**config.mk**
```make
export PLATFORM = sky130hd
export DESIGN_NAME = mac_lane_engine
export DESIGN_NICKNAME = d
export VERILOG_FILES = /design/src/rtl/mac_lane_engine.sv
export SDC_FILE = /design/constraint.sdc
export NUM_CORES = 2
export LEC_CHECK = 0
export CORE_ASPECT_RATIO = 1.75
export CORE_MARGIN = 2
export CORE_UTILIZATION = 40
export CTS_BUF_LIST = sky130_fd_sc_hd__clkbuf_4 sky130_fd_sc_hd__clkbuf_8 sky130_fd_sc_hd__clkbuf_16
export CTS_CLUSTER_DIAMETER = 150
export DETAILED_ROUTE_END_ITERATION = 10
export DONT_BUFFER_PORTS = 1
export PLACE_DENSITY = 0.64
export SYNTH_ARGS = -nofsm -noshare
export SYNTH_HDL_FRONTEND = slang
export SYNTH_SLANG_ARGS = --single-unit
```
**constraint.sdc**
```tcl
create_clock -name clk -period 11.13 [get_ports clk]
set_input_delay 2.7825 -clock clk [delete_from_list [all_inputs] [get_ports clk]]
set_output_delay 2.7825 -clock clk [all_outputs]
set_load 0.02 [all_outputs]
```
**src/rtl/mac_lane_engine.sv**
```systemverilog
// Multi-lane multiply/accumulate engine: broadcast neuron x per-lane weight,
// then bias, rescale, optional ReLU and saturation, returned under valid/ready.
module mac_lane_engine #(
  parameter int unsigned LANES     = 4,
  parameter int unsigned NEURON_W  = 16,
  parameter int unsigned WEIGHT_W  = 8,
  parameter int unsigned BIAS_W    = 8,
  parameter int unsigned ACC_W     = 32,
  parameter int unsigned OUT_W     = 16,
  parameter int unsigned FRAC_BITS = 0,
  parameter int unsigned LEN_W     = 12
) (
  input  logic                      clk,
  input  logic                      reset,
  input  logic                      start,
  input  logic [LEN_W-1:0]          in_len,
  input  logic                      relu_en,
  input  logic                      in_valid,
  output logic                      in_ready,
  input  logic [NEURON_W-1:0]       neuron_val,
  input  logic [LANES*WEIGHT_W-1:0] weight_vals,
  input  logic [LANES*BIAS_W-1:0]   bias_vals,
  output logic                      out_valid,
  input  logic                      out_ready,
  output logic [LANES*OUT_W-1:0]    out_vals,
  output logic                      busy,
  output logic                      done
);

  localparam int unsigned PROD_W = NEURON_W + WEIGHT_W;
  localparam int unsigned SUM_W  = ACC_W + 1;
  localparam logic signed [SUM_W-1:0] SAT_MAX = {{(SUM_W-OUT_W+1){1'b0}}, {(OUT_W-1){1'b1}}};
  localparam logic signed [SUM_W-1:0] SAT_MIN = {{(SUM_W-OUT_W+1){1'b1}}, {(OUT_W-1){1'b0}}};

  typedef enum logic [1:0] {S_IDLE, S_ACCUM, S_FINAL, S_OUTPUT} state_e;

  state_e                   state_q, state_d;
  logic [LEN_W-1:0]         len_q;
  logic [LEN_W-1:0]         cnt_q;
  logic                     relu_q;
  logic [LANES*ACC_W-1:0]   acc_q;
  logic [LANES*ACC_W-1:0]   acc_sum;
  logic [LANES*OUT_W-1:0]   out_q;
  logic [LANES*OUT_W-1:0]   fin_vals;
  logic                     done_q;
  logic                     beat;
  logic                     last_beat;

  assign in_ready  = (state_q == S_ACCUM);
  assign out_valid = (state_q == S_OUTPUT);
  assign busy      = (state_q != S_IDLE);
  assign done      = done_q;
  assign out_vals  = out_q;
  assign beat      = in_valid && in_ready;
  // Compare one bit wider so in_len = 2^LEN_W-1 never sees the count wrap.
  assign last_beat = (({1'b0, cnt_q} + 1'b1) == {1'b0, len_q});

  for (genvar l = 0; l < LANES; l++) begin : g_lane
    logic signed [PROD_W-1:0] prod;
    logic signed [ACC_W-1:0]  acc_cur;
    logic signed [SUM_W-1:0]  bias_al;
    logic signed [SUM_W-1:0]  sum;
    logic signed [SUM_W-1:0]  shr;
    logic signed [OUT_W-1:0]  res;

    assign acc_cur = acc_q[l*ACC_W +: ACC_W];
    assign prod    = PROD_W'($signed(neuron_val)) *
                     PROD_W'($signed(weight_vals[l*WEIGHT_W +: WEIGHT_W]));
    assign acc_sum[l*ACC_W +: ACC_W] = acc_cur + ACC_W'(prod);
    assign bias_al = SUM_W'($signed(bias_vals[l*BIAS_W +: BIAS_W])) <<< FRAC_BITS;
    assign sum     = SUM_W'(acc_cur) + bias_al;
    assign shr     = sum >>> FRAC_BITS;

    always_comb begin
      res = shr[OUT_W-1:0];
      if (relu_q && shr[SUM_W-1]) begin
        res = '0;
      end else if (shr > SAT_MAX) begin
        res = {1'b0, {(OUT_W-1){1'b1}}};
      end else if (shr < SAT_MIN) begin
        res = {1'b1, {(OUT_W-1){1'b0}}};
      end
    end

    assign fin_vals[l*OUT_W +: OUT_W] = res;
  end

  always_comb begin
    state_d = state_q;
    case (state_q)
      S_IDLE:   if (start) state_d = (in_len == '0) ? S_FINAL : S_ACCUM;
      S_ACCUM:  if (beat && last_beat) state_d = S_FINAL;
      S_FINAL:  state_d = S_OUTPUT;
      S_OUTPUT: if (out_ready) state_d = S_IDLE;
      default:  state_d = S_IDLE;
    endcase
  end

  always_ff @(posedge clk) begin
    if (reset) begin
      state_q <= S_IDLE;
      len_q   <= '0;
      cnt_q   <= '0;
      relu_q  <= 1'b0;
      acc_q   <= '0;
      out_q   <= '0;
      done_q  <= 1'b0;
    end else begin
      state_q <= state_d;
      done_q  <= (state_q == S_OUTPUT) && out_ready;
      case (state_q)
        S_IDLE: if (start) begin
          len_q  <= in_len;
          relu_q <= relu_en;
          acc_q  <= '0;
          cnt_q  <= '0;
        end
        S_ACCUM: if (beat) begin
          acc_q <= acc_sum;
          cnt_q <= cnt_q + 1'b1;
        end
        S_FINAL: out_q <= fin_vals;
        default: ;
      endcase
    end
  end

endmodule

```
# Yosys cells after proc, flatten, opt, wreduce, memory -nomap -nowiden
# Index checks and enable logic that the tools add are counted.
word_totals:
  register_bits: 220
  output_inout_bits: 68
  elab_cells: 74
  in_bits: 98
op_classes:
  reduce_logical: 14
  addsub: 10
  muxes: 23
  n_eq_ne: 8
  order_cmp: 8
  mul: 4
ops:
  columns: ["cell", "n"]
  rows:
  - ["2-to-1 mux 128 bit", 2]
  - ["case mux 128 bit (2 select lines)", 1]
  - ["2-to-1 mux 16 bit", 12]
  - ["adder 32 x 8 -> 33 bit", 4]
  - ["greater-than comparator 33 x 16 -> 1 bit, second input constant", 4]
  - ["less-than comparator 33 x 16 -> 1 bit, second input constant", 4]
  - ["adder 32 x 24 -> 32 bit", 4]
  - ["multiplier 16 x 8 -> 24 bit", 4]
  - ["2-to-1 mux 12 bit", 2]
  - ["case mux 12 bit (2 select lines)", 1]
  - ["adder 12 x 1 -> 13 bit, second input constant", 1]
  - ["== test 13 x 12 -> 1 bit", 1]
  - ["adder 12 x 1 -> 12 bit, second input constant", 1]
  - ["zero test 12 bit", 1]
  - ["2-to-1 mux 2 bit", 4]
  - ["case mux 2 bit (4 select lines)", 1]
  - ["logical AND 1 bit", 7]
  - ["inequality test 2 x 1 -> 1 bit, second input constant", 3]
  - ["AND reduction 3 bit", 2]
  - ["== test 2 bit, second input constant", 2]
  - ["nonzero test 2 bit", 2]
  - ["== test 2 x 1 -> 1 bit, second input constant", 1]
  - ["zero test 2 bit", 1]
  - ["inequality test 2 bit, second input constant", 1]
  - ["AND reduction 2 bit", 1]

# Longest topological paths before layout
logic_depth:
  word_depth: 5
  depth_mapped: 23
  ltp_nobuf: 22

# Worst setup path after synthesis
# OpenSTA, ideal clock, no wires.
synth_timing:
  path_type: "input to register"
  startpoint: "in neuron_val[15]"
  endpoint: "reg acc_q[127]"
  setup_slack_ns: 2.520
  cell_stages: 20
  n_path_buf: 1
  t_required_ns: 11.056
  arrival_ns: 8.536
  cell_sequence: "clkbuf_1 -> and2_1 -> inv_1 -> fa_1 -> inv_1 -> fa_1 -> fa_1 -> fa_1 -> ha_1 -> ha_1 -> a21o_1 -> a211oi_1 -> a21boi_1 -> o211ai_1 -> nand3_1 -> a31oi_1 -> or4_1 -> and3_1 -> or2_0 -> a31oi_1"
synth_between:
  elab_chain_len: 4
synth_lines:
  columns: ["item", "line_no", "source"]
  rows:
  - ["start, declared", "20", "input logic [NEURON_W-1:0] neuron_val,"]
  - ["multiplier 16 x 8 -> 24 bit", "67", "assign prod = PROD_W'($signed(neuron_val)) *"]
  - ["adder 32 x 24 -> 32 bit", "69", "assign acc_sum[l*ACC_W +: ACC_W] = acc_cur + ACC_W'(prod);"]
  - ["2-to-1 mux 128 bit", "118", "S_ACCUM: if (beat) begin"]
  - ["case mux 128 bit (2 select lines)", "111", "case (state_q)"]
  - ["end signal, assigned", "119", "acc_q <= acc_sum;"]
  - ["end, declared", "41", "logic [LANES*ACC_W-1:0] acc_q;"]
# No other way between the ends. The select of a mux whose other input is x is not followed.
# A chain may end at the register's enable or synchronous reset.

# Worst setup path after layout
layout_timing:
  startpoint: "in weight_vals[7]"
  endpoint: "reg acc_q[31]"
layout_between:
  elab_chain_len: 4
layout_lines:
  columns: ["item", "line_no", "source"]
  rows:
  - ["start, declared", "21", "input logic [LANES*WEIGHT_W-1:0] weight_vals,"]
  - ["multiplier 16 x 8 -> 24 bit", "67", null]
  - ["adder 32 x 24 -> 32 bit", "69", null]
  - ["2-to-1 mux 128 bit", "118", null]
  - ["case mux 128 bit (2 select lines)", "111", null]
# No other way between the ends. The select of a mux whose other input is x is not followed.

==> flow_summary.ini <==
[sta]
drv_slew = 0
finalHoldViolations = 0
slew_headroom_pct = 27.2
worst_pin_slew_ps = 1080
fin_worst_skew_ps = 38.6
tns_ps = 0
setup_violations = 0
whs_ps = 466
max_freq_mhz = 117
min_period_ps = 8540
fin_ws_ps = 2590
rsz0062_at_grt = false
final.period_utilization_pct = 76.7

[global_routing]
grt-ovfl-total = 0
antenna_found_initial = 3
grt_pass1_vias = 34361
grt_max_degree = 129
grt_use_total_pct = 21.9
grt_pass1_wl_um = 181000

[logic_synthesis]
synth_common_cells = 644 x fa_1, 538 x inv_1, 414 x ha_1
synth-seq-area-share_pct = 10.9
synth_top_area_share_pct = 31.9
synthMostInstantiatedCell = fa_1
synthArstFlopShare_pct = 0
synth_area_leaders = fa_1 32%, ha_1 13%, dfxtp_1 11%
yosysWarnings = 0
yosys_register_bits = 220
synth_ff_type = dfxtp_1
synth-edff-count = 0
synth_cell_types = 86
syn_nets = 5691
yosys.area.top_type = fa_1
synth_area_per_cell_um2 = 8.91
syn_area_mm2 = 0.0404
postSynthCellCount = 4535

[setup_path]
cp_common_cell = fa_1
critPathMaxStageDelay_ps = 640
cp_slowest_cell = a2111oi_0
worstPathMaxFanout = 16
worstPathRequired_ps = 11720
cp-start-kind = input port
crit_buf_inv = 1
critical_path.cell_chain = inv_1, nor2_1, fa_1, fa_1, fa_1, fa_1, ha_1, ha_1, a211o_1, a211oi_1, o221ai_1, o41a_1, a31o_2, o21bai_1, o21ai_0, a2111oi_0, o22ai_1, nor2_1
critical_path_arrival_ps = 9120
end_kind = flip-flop
critPathKind = input port to flip-flop
critical-path-top-delay-family = compound AO/OA/AOI/OAI gates

[floorplan]
dieArea_mm2 = 0.104
die_y_um = 425
ios = 166
fp.dieW_um = 244
core_area_mm2 = 0.100
row_count = 154
initial_core_util_pct = 40.3

[power_and_ir_drop]
leakagePower_nw = 20.3
peakVddDrop_uv = 327
power-per-cell-area_mw_per_mm2 = 329

[clocking]
cts-resized-gates = 0
cts_setup_buffers = 0
clk_pin_slew_ps = 70
htree_levels = 1
hold_buffers = 0
cts.sinks = 220
cts_tree = built
numCtsBuffers = 28
clk_path_buf_depth = 3
clockRootBuffer = clkbuf_16
clock_latency_ps = 650

[final_layout]
multi_input_area_mm2 = 0.0333
fin_nets = 5554
final_util_pct = 42.5
drive_gt1_share_pct = 2.40
stdcell_count = 5747
regArea_mm2 = 0.00440
areaGrowthSynthToFinish_pct = 5.50
fillers = 9803

[drt]
drt-initial-drc-count = 1500
ant_nets = 0
wire_per_inst_um = 19.4
vias_per_cell = 5.56
drtPass1Iterations = 6
route.detailed.drc = 0
routed_wl_um = 112000
vias = 31944

[worst_hold_path]
hold_class = flip-flop to flip-flop

[place]
dpl_worst_slack_ps = 1950
dp_hpwl_um = 89900
place_inst = 5694
io_buffers = 0
gp_congestion = 0.918

[run]
maxCapViolCount = 0

[run_status]
status = completed
-- cell usage in the layout (no fill, tap or decap), types with 31 or more instances in the layout --
cell and instances:
a221o_1 32, fa_1 644, o21bai_1 36, nand2b_1 36, nor3_1 42, ha_1 414, inv_1 538, xor2_1 82
o211ai_1 35, and3_1 37, a21oi_1 252, a22oi_1 90, o21ai_0 141, a21o_1 119, dfxtp_1 220, nand3_1 84
nand2_1 390, a211oi_1 31, and2_1 308, xnor2_1 152, nor2_1 286
-- metal layers --
layer | wire [µm] | track usage (%) | part of all wire (%) | up-vias
met3 | 4900 | 3.43 | 4.4 | 226
li1 | - | - | - | 14956
met1 | 39600 | 22.5 | 35 | 16129
met4 | 4910 | 9.38 | 4.4 | 0
met2 | 62200 | 43.2 | 56 | 633
met5 | 0 | 0 | 0 | -
-- cell families (layout without fill, tap and decap cells) --
family                     after synthesis  in the layout  synth area share, %
and+or+nand+nor                       1317           1317                 16.1
adders and majority gates             1058           1058                 44.7
AOI/OAI and AO/OA                      967            967                 16.2
buffers and inverters                  726            611                 6.79
xor gates and xnor gates               234            234                 5.07
DFF                                    220            220                 10.9
muxes                                   13             13                0.334
other                                    0              1                    0
-- worst paths after layout --
kind                       start   endpoint  slack [ps]  depth (start not counted)
setup reg to reg       acc_q[10]  acc_q[31]        4900                         18
hold reg to reg         len_q[0]   len_q[0]         470                          2
hold / removal          len_q[0]   len_q[0]         470                          2
setup / recovery  weight_vals[7]  acc_q[31]        2590                         18
-- report_power, final --
part	total (mW)	switching (mW)	internal [mW]
combinational	11.6	6.52	5.03
clock	1.11	0.462	0.644
sequential	1.36	0.347	1.01
total	14.0	7.33	6.69
-- sequential cells by signal (all words and copies together), names as in the netlist --
signal	count
cnt_q	12
acc_q	128
done	1
state_q	2
out_vals	64
len_q	12
relu_q	1
-- per-stage QoR --
step	instance area [µm²]	total power [mW]
final	42600	14.0
after global routing	42600	15.7
after CTS	42600	14.1
after detailed placement	41600	12.9
after global placement	41600	12.7
after floorplan	40400	10.4
-- area by class of cell --
class / instances / area share, %
sequential: 220 / 10.3
antenna: 1 / 0.00587
multi-input combinational: 3589 / 78.1
clock buffer: 29 / 1.68
tap: 1326 / 3.89
timing repair buffer: 21 / 0.370
inverter: 538 / 4.73
clock inverter: 23 / 0.880
-- worst min-delay path: cells and delay by family (launching register included) --
family / cells / cell delay, ps
flip-flops: 1 / 320
AO/OA/AOI/OAI: 1 / 50
AND/OR/NAND/NOR: 1 / 50
No activity file was read; power rests on OpenSTA's default activity.
